[config.mk]
export PLATFORM = sky130hd
export DESIGN_NAME = mac_seq_ctrl_flat
export DESIGN_NICKNAME = d
export VERILOG_FILES = /design/src/rtl/mac_seq_ctrl_if.sv /design/src/rtl/mac_seq_ctrl.sv /design/src/flat_wrapper.sv
export SDC_FILE = /design/constraint.sdc
export NUM_CORES = 1
export LEC_CHECK = 0
export CAP_MARGIN = 20
export CORE_MARGIN = 2
export CORE_UTILIZATION = 54
export DETAILED_ROUTE_END_ITERATION = 8
export PLACE_DENSITY = 0.82
export REMOVE_ABC_BUFFERS = 1
export SYNTH_ARGS = -nofsm -noshare
export SYNTH_HDL_FRONTEND = slang
export SYNTH_SLANG_ARGS = --single-unit
[constraint.sdc]
create_clock -name i_clk -period 3.1 [get_ports i_clk]
set_clock_uncertainty 0.15 [all_clocks]
set_input_delay 0.62 -clock i_clk [delete_from_list [all_inputs] [get_ports i_clk]]
set_output_delay 0.62 -clock i_clk [all_outputs]
set_load 0.03 [all_outputs]
[src/rtl/mac_seq_ctrl_if.sv]
// rtl/mac_seq_ctrl_if.sv - operand, counter and result signal bundle for mac_seq_ctrl
//
// Groups every non-clock/reset port of mac_seq_ctrl.
//   i_start      : begin a new vector (honoured in IDLE only)
//   i_a, i_b     : signed operand pair, qualified by i_valid / o_in_ready
//   i_cnt_f      : element counter terminal flag (count == 8)
//   o_cnt_en     : element counter increment enable
//   o_rst_mac    : element counter clear
//   o_result     : signed accumulated sum, qualified by o_out_valid / i_out_ready
//   o_busy       : block is in ACC or DONE
// Modport slave is the sequencer's view; master is the surrounding logic's view.

interface mac_seq_ctrl_if #(
  parameter int DATA_W = 8,
  parameter int ACC_W  = 20
);

  logic              i_start;
  logic [DATA_W-1:0] i_a;
  logic [DATA_W-1:0] i_b;
  logic              i_valid;
  logic              o_in_ready;
  logic              i_cnt_f;
  logic              o_cnt_en;
  logic              o_rst_mac;
  logic [ACC_W-1:0]  o_result;
  logic              o_out_valid;
  logic              i_out_ready;
  logic              o_busy;

  modport slave (
    input  i_start,
    input  i_a,
    input  i_b,
    input  i_valid,
    output o_in_ready,
    input  i_cnt_f,
    output o_cnt_en,
    output o_rst_mac,
    output o_result,
    output o_out_valid,
    input  i_out_ready,
    output o_busy
  );

  modport master (
    output i_start,
    output i_a,
    output i_b,
    output i_valid,
    input  o_in_ready,
    output i_cnt_f,
    input  o_cnt_en,
    input  o_rst_mac,
    input  o_result,
    input  o_out_valid,
    output i_out_ready,
    input  o_busy
  );

endinterface

[src/rtl/mac_seq_ctrl.sv]
// rtl/mac_seq_ctrl.sv - multiply-accumulate sequencer driving an 8-element counter
//
// Accepts signed operand pairs, accumulates their products, and hands the
// sum downstream once the external element counter reports the vector is
// complete.
//   i_clk : rising-edge clock
//   i_rst : asynchronous active-high reset
//   bus   : mac_seq_ctrl_if.slave (operand stream, counter control, result stream)

module mac_seq_ctrl #(
  parameter int DATA_W = 8,
  parameter int ACC_W  = 20
) (
  input  logic            i_clk,
  input  logic            i_rst,
  mac_seq_ctrl_if.slave   bus
);

  localparam int PROD_W = 2 * DATA_W;

  // Eight full-scale products need three guard bits above the product width.
  if (ACC_W < PROD_W + 3) begin : g_acc_w_check
    $error("mac_seq_ctrl: ACC_W too small for 8 full-scale products");
  end

  typedef enum logic [1:0] {
    ST_IDLE = 2'd0,
    ST_ACC  = 2'd1,
    ST_DONE = 2'd2
  } state_t;

  state_t             state_q, state_d;
  logic [ACC_W-1:0]   acc_q, acc_d;
  logic [ACC_W-1:0]   result_q, result_d;

  logic signed [DATA_W-1:0] a_s;
  logic signed [DATA_W-1:0] b_s;
  logic signed [PROD_W-1:0] prod;
  logic [ACC_W-1:0]         prod_ext;

  logic in_ready;
  logic accept;

  assign a_s      = $signed(bus.i_a);
  assign b_s      = $signed(bus.i_b);
  assign prod     = a_s * b_s;
  assign prod_ext = {{(ACC_W-PROD_W){prod[PROD_W-1]}}, prod};

  always_ff @(posedge i_clk or posedge i_rst) begin
    if (i_rst) begin
      state_q  <= ST_IDLE;
      acc_q    <= '0;
      result_q <= '0;
    end else begin
      state_q  <= state_d;
      acc_q    <= acc_d;
      result_q <= result_d;
    end
  end

  always_comb begin
    state_d         = state_q;
    acc_d           = acc_q;
    result_d        = result_q;
    in_ready        = 1'b0;
    accept          = 1'b0;
    bus.o_cnt_en    = 1'b0;
    bus.o_rst_mac   = 1'b0;
    bus.o_out_valid = 1'b0;

    case (state_q)
      ST_IDLE: begin
        // Hold the counter at zero so a stale count never leaks into ACC.
        bus.o_rst_mac = 1'b1;
        if (bus.i_start) begin
          acc_d   = '0;
          state_d = ST_ACC;
        end
      end

      ST_ACC: begin
        // Once the counter reaches its terminal value no more pairs fit.
        in_ready     = ~bus.i_cnt_f;
        accept       = bus.i_valid & in_ready;
        bus.o_cnt_en = accept;
        if (accept) begin
          acc_d = acc_q + prod_ext;
        end
        // accept is impossible here when i_cnt_f is high, so acc_q is final.
        if (bus.i_cnt_f) begin
          result_d = acc_q;
          state_d  = ST_DONE;
        end
      end

      ST_DONE: begin
        bus.o_out_valid = 1'b1;
        // i_start is deliberately not looked at: a fresh request is needed in IDLE.
        if (bus.i_out_ready) begin
          state_d = ST_IDLE;
        end
      end

      default: begin
        state_d = ST_IDLE;
      end
    endcase
  end

  assign bus.o_in_ready = in_ready;
  assign bus.o_result   = result_q;
  assign bus.o_busy     = (state_q == ST_ACC) | (state_q == ST_DONE);

endmodule

[src/flat_wrapper.sv]
// flat-port wrapper written by rule: the top's interface ports become plain ports
module mac_seq_ctrl_flat 
#(
  parameter int DATA_W = 8,
  parameter int ACC_W  = 20
)
  (i_clk, i_rst, bus_i_start, bus_i_a, bus_i_b, bus_i_valid, bus_o_in_ready, bus_i_cnt_f, bus_o_cnt_en, bus_o_rst_mac, bus_o_result, bus_o_out_valid, bus_i_out_ready, bus_o_busy);
  mac_seq_ctrl_if #(.DATA_W(DATA_W), .ACC_W(ACC_W)) bus_i ();
  input  logic i_clk;
  input  logic i_rst;
  input wire logic [$bits(bus_i.i_start)-1:0] bus_i_start;
  input wire logic [$bits(bus_i.i_a)-1:0] bus_i_a;
  input wire logic [$bits(bus_i.i_b)-1:0] bus_i_b;
  input wire logic [$bits(bus_i.i_valid)-1:0] bus_i_valid;
  output wire logic [$bits(bus_i.o_in_ready)-1:0] bus_o_in_ready;
  input wire logic [$bits(bus_i.i_cnt_f)-1:0] bus_i_cnt_f;
  output wire logic [$bits(bus_i.o_cnt_en)-1:0] bus_o_cnt_en;
  output wire logic [$bits(bus_i.o_rst_mac)-1:0] bus_o_rst_mac;
  output wire logic [$bits(bus_i.o_result)-1:0] bus_o_result;
  output wire logic [$bits(bus_i.o_out_valid)-1:0] bus_o_out_valid;
  input wire logic [$bits(bus_i.i_out_ready)-1:0] bus_i_out_ready;
  output wire logic [$bits(bus_i.o_busy)-1:0] bus_o_busy;
  assign bus_i.i_start = bus_i_start;
  assign bus_i.i_a = bus_i_a;
  assign bus_i.i_b = bus_i_b;
  assign bus_i.i_valid = bus_i_valid;
  assign bus_o_in_ready = bus_i.o_in_ready;
  assign bus_i.i_cnt_f = bus_i_cnt_f;
  assign bus_o_cnt_en = bus_i.o_cnt_en;
  assign bus_o_rst_mac = bus_i.o_rst_mac;
  assign bus_o_result = bus_i.o_result;
  assign bus_o_out_valid = bus_i.o_out_valid;
  assign bus_i.i_out_ready = bus_i_out_ready;
  assign bus_o_busy = bus_i.o_busy;
  mac_seq_ctrl #(.DATA_W(DATA_W), .ACC_W(ACC_W)) u_core (.i_clk(i_clk), .i_rst(i_rst), .bus(bus_i));
endmodule
# Word-level counts from Yosys, hierarchy flattened
# Index checks and enable logic that the tools add are counted.
[op_classes]
mul = 1
add_sub_neg = 1
n_eq_ne = 6
bitwise_logic = 3
mux = 11
reduce_logical = 5
[op_table]
columns = ["op", "count"]
rows = [
  ["2-to-1 mux 20 bit", 2],
  ["one-hot mux 20 bit (2 select lines)", 1],
  ["adder 20 bit", 1],
  ["multiplier 8 x 8 -> 16 bit", 1],
  ["2-to-1 mux 2 bit", 3],
  ["inequality test 2 bit (second input constant)", 3],
  ["one-hot mux 2 bit (3 select lines)", 1],
  ["AND reduction 3 bit", 2],
  ["2-to-1 mux 1 bit", 4],
  ["equality test 2 x 1 -> 1 bit (second input constant)", 1],
  ["equality test 2 bit (second input constant)", 1],
  ["logical NOT 2 bit", 1],
  ["inequality test 2 x 1 -> 1 bit (second input constant)", 1],
  ["AND reduction 2 bit", 1],
  ["nonzero test 2 bit", 1],
  ["AND 1 bit", 1],
  ["NOT 1 bit", 1],
  ["OR 1 bit", 1],
]
[word_totals]
elab_cells = 30
out_inout_bits = 25
input_bits = 22
regBits = 42

# Depth between registers and ports, before layout
[depth]
word_depth = 4
depth_mapped = 25
mapped_depth_nobuf = 25

# Worst setup path before layout
# No wires, ideal clock.
[synth_timing]
kind = "input -> register"
startpoint = "in bus_i_b[3]"
endpoint = "reg u_core.acc_q[19]"
setup_slack_ns = -2.994
path_stages = 22
setup_time_ns = 0.135
arrival_time_ns = 5.810
path_buffers = 0
required_time_ns = 2.815
path_cell_list = "and2_1 -> fa_1 -> inv_1 -> fa_1 -> inv_1 -> fa_1 -> inv_1 -> fa_1 -> inv_1 -> ha_1 -> a21o_1 -> a2111o_1 -> a41oi_2 -> or3_4 -> nand2_1 -> ha_1 -> a21o_1 -> a21oi_1 -> a21oi_1 -> o211a_1 -> o21ai_1 -> o311ai_1"
[synth_via]
elab_chain_len = 4
[synth_lines]
columns = ["element", "line", "rtl"]
rows = [
  ["start: declaration", "flat_wrapper.sv:13", "input wire logic [$bits(bus_i.i_b)-1:0] bus_i_b;"],
  ["multiplier 8 x 8 -> 16 bit", "mac_seq_ctrl.sv:46", "assign prod = a_s * b_s;"],
  ["adder 20 bit", "mac_seq_ctrl.sv:87", "acc_d = acc_q + prod_ext;"],
  ["2-to-1 mux 20 bit", "mac_seq_ctrl.sv:86", "if (accept) begin"],
  ["one-hot mux 20 bit (2 select lines)", "mac_seq_ctrl.sv:71", "case (state_q)"],
  ["end signal: assignment", "mac_seq_ctrl.sv:52", "acc_q <= '0;"],
  ["end signal: assignment", "mac_seq_ctrl.sv:56", "acc_q <= acc_d;"],
  ["end: declaration", "mac_seq_ctrl.sv:33", "logic [ACC_W-1:0] acc_q, acc_d;"],
]
# No other way between the ends. The select of a mux whose other input is x is not followed.
# A chain may end at the register's enable or synchronous reset.

# Final worst setup path
[layout_timing]
startpoint = "in bus_i_a[7]"
endpoint = "reg u_core.acc_q[19]"
[layout_via]
elab_chain_len = 4
[layout_lines]
columns = ["element", "line", "rtl"]
rows = [
  ["start: declaration", "flat_wrapper.sv:12", "input wire logic [$bits(bus_i.i_a)-1:0] bus_i_a;"],
  ["multiplier 8 x 8 -> 16 bit", "mac_seq_ctrl.sv:46", ""],
  ["adder 20 bit", "mac_seq_ctrl.sv:87", ""],
  ["2-to-1 mux 20 bit", "mac_seq_ctrl.sv:86", ""],
  ["one-hot mux 20 bit (2 select lines)", "mac_seq_ctrl.sv:71", ""],
]
# No other way between the ends. The select of a mux whose other input is x is not followed.

==> impl_metrics.tcl <==
set metrics [dict create \
    critPathMaxStageDelay_ns 0.59 \
    worstSetupPathType "input pin to flip-flop" \
    crit_start "bus_i_a[7]" \
    grt_pass1_wl_um 27000 \
    fmax_mhz 164 \
    finalNetCount 850 \
    clk-insertion-delay-late_ns 0.33 \
    maxCapViolations 0 \
    synth_seq_cells 42 \
    drt_iter0_drc 469 \
    grt_max_degree 28 \
    die_h_um 102 \
    cts_root_buf "clkbuf_8" \
    synth_edf_count 0 \
    vias 5390 \
    async_reset_ff_frac 1.00 \
    synth_cell_types 53 \
    final.min_clock_period_ns 6.11 \
    min_path_type "flip-flop to flip-flop" \
    violations "negative setup slack" \
    syn_to_final_growth_pct 50.6 \
    ioPinCount 47 \
    cpMaxStageDelayCell "fa_1" \
    synth_top_family_by_area "adder cells" \
    critPathCaptureType "flip-flop" \
    core_area_um2 9240 \
    dr.pass1.iters 7 \
    grt_use_total 0.341 \
    max_slew.worst_pin.slew_ns 0.736 \
    synth_xor_area_frac 0.0408 \
    drc_errors 0 \
    hold_buffers 0 \
    synth-compound-area-share 0.131 \
    met2_usage 0.591 \
    rsz0062_at_grt "true" \
    use_met1 0.414 \
    worstPathMaxFanout 7 \
    initial_core_util 0.557 \
    r2r-start "u_core.acc_q[0]" \
    syn_area_per_cell_um2 9.43 \
    busiest_layer "met2" \
    fp.dieArea_um2 10300 \
    wirelength_um 20700 \
    timing.rr.end "u_core.acc_q[18]" \
    crit_end "u_core.acc_q[19]" \
    ant_nets 0 \
    gp_congestion 0.962 \
    synth-seq-area-share 0.204 \
    io_buffers 46 \
    syn_inst 546 \
    layout-drive-gt1-share 0.448 \
    drv_slew 0 \
    rows 35 \
    synth_warnings 0 \
    wl_per_cell_um 24.3 \
    grt_util_met3 0.0511 \
    status "complete, but fails checks" \
    grt_pass1_vias 5273 \
    reg2reg_depth 12 \
    rrSetupSlack_ns 0.08 \
    synth_ff_type "dfrtp_1" \
    synth-adder-area-share 0.344 \
    required_ns 3.15 \
    finalSetupViolCount 16 \
    fp.dieW_um 102 \
    hold_violations 0 \
    dp_hpwl_um 9770 \
    via_per_inst 6.34 \
    cts_buffers 5 \
    arrival_ns 6.17 \
    antenna_found_initial 0 \
    synth.cell_area_um2 5150 \
    path_clk_slew_ns 0.08 \
    fin_tns_setup_ns -36.80 \
    setup_slack_ns -3.01 \
    synthMuxAreaShare 0.0517 \
    grt-ovfl-total 0 \
    cts_buffer_depth 2 \
    cts_tree "yes" \
    cp-start-kind "input pin" \
    cts_sinks 42 \
    post-route-period-util 1.97 \
    insertedDiodeCount 0 \
    slew_headroom 0.509 \
    htreeDepth 2 \
    utilization 0.839 \
    synthSimpleGateAreaFrac 0.151 \
]
==> routing by layer <==
layer  vias up  routed length (um)
met5         -                   0
met4         0                1970
met3       195                1840
met2       436                9690
met1      2618                7180
li1       2141                   -
==> cells in the mapped netlist (2+ instances only) <==
master | count | area [um^2]
nand2b_1 | 3 | 18.8
inv_1 | 100 | 375
a21o_1 | 9 | 67.6
dfrtp_1 | 42 | 1050
xor2_1 | 10 | 87.6
o31ai_1 | 5 | 37.5
nor4_1 | 2 | 12.5
nor3_1 | 5 | 25.0
fa_1 | 56 | 1120
or3_1 | 4 | 25.0
o41ai_1 | 2 | 17.5
and3_1 | 2 | 12.5
mux2i_1 | 3 | 30.0
xnor2_1 | 14 | 123
o21ai_2 | 2 | 17.5
nand2_1 | 42 | 158
nor2b_1 | 11 | 68.8
o211ai_1 | 2 | 15.0
clkbuf_1 | 6 | 22.5
o21a_1 | 6 | 45.0
o21ai_1 | 16 | 80.1
a211oi_2 | 3 | 37.5
mux2_2 | 21 | 236
o21bai_1 | 5 | 37.5
o311ai_1 | 2 | 17.5
and2_1 | 45 | 282
nor2_1 | 11 | 41.3
o21ai_0 | 7 | 35.0
a21oi_1 | 24 | 120
a211oi_1 | 4 | 30.0
nand3_1 | 5 | 25.0
nand4_1 | 5 | 31.3
ha_1 | 52 | 651
==> sequential cells by signal (all words and copies together), names as in the netlist <==
register             count
u_core.bus.o_result     20
u_core.acc_q            20
u_core.state_q           2
==> how the worst min path moves through the flow <==
stage / from / endpoint / slack (ns) / cells past startpoint
after floorplan: u_core.acc_q[2] / u_core.acc_q[2] / 0.32 / 2
after global placement: u_core.bus.o_result[1] / u_core.bus.o_result[1] / 0.32 / 2
after detailed placement: u_core.bus.o_result[1] / u_core.bus.o_result[1] / 0.32 / 2
after CTS: u_core.bus.o_result[1] / u_core.bus.o_result[1] / 0.34 / 2
after global routing: u_core.bus.o_result[1] / u_core.bus.o_result[1] / 0.37 / 2
final: u_core.bus.o_result[17] / u_core.bus.o_result[17] / 0.36 / 1
==> timing repair <==
| item | 4_1_cts | 5_1_grt |
|---|---|---|
| buffers inserted | 26 | 10 |
| gates resized for setup | 213 | 79 |
| endpoints found under the setup margin | 18 | 17 |
| pin swaps | 98 | 58 |
==> cell families after synthesis <==
group,after synthesis
AO/OA/AOI/OAI,98
XOR/XNOR,24
adder cells (fa/ha/maj),108
buffers and inverters,107
flip-flops,42
multiplexers,24
AND/OR/NAND/NOR,143
==> per-stage QoR <==
stage / std cells / worst slack, ns / area [um^2] / hold WS (ns)
final: 850 / -3.01 / 7760 / 0.358
after global routing: 850 / -3.09 / 7760 / 0.371
after CTS: 841 / -2.52 / 7320 / 0.338
after detailed placement: 809 / -3.62 / 6470 / 0.319
after global placement: 809 / -3.39 / 6470 / 0.318
after floorplan: 539 / -2.99 / 5120 / 0.318
==> cell type report <==
class                      count  area, um^2
clock buffer                   7        86.3
clock inverter                 1        5.00
fill                         381        1480
inverter                     100         378
multi-input combinational    397        4540
sequential                    42        1050
tap                          129         161
timing repair buffer         174        1540
==> critical path: cells and delay by family <==
kind                       cells  cell delay [ns]
AOI/OAI and AO/OA              9             1.70
and+or+nand+nor                2             0.20
buffers and inverters          8             0.73
xor gates and xnor gates       1             0.16
adders and majority gates      6             2.73
==> cell usage in the layout (no fill, tap or decap), drive strengths merged, types with 8 or more instances in the layout <==
master | Yosys | routed
mux2 | 21 | 21
nor2 | 12 | 12
xnor2 | 14 | 14
o21ai | 26 | 26
clkdlybuf4s50 | 0 | 30
ha | 52 | 52
fa | 56 | 56
dfrtp | 42 | 42
xor2 | 10 | 10
a21o | 9 | 9
a21oi | 24 | 24
clkbuf | 6 | 8
and2 | 46 | 46
nand2 | 42 | 42
buf | 1 | 143
nor2b | 11 | 11
inv | 100 | 100
Power is left out: the tool's default activity adds up to more than one toggle a clock period on the data nets, which glitch-free logic cannot reach.
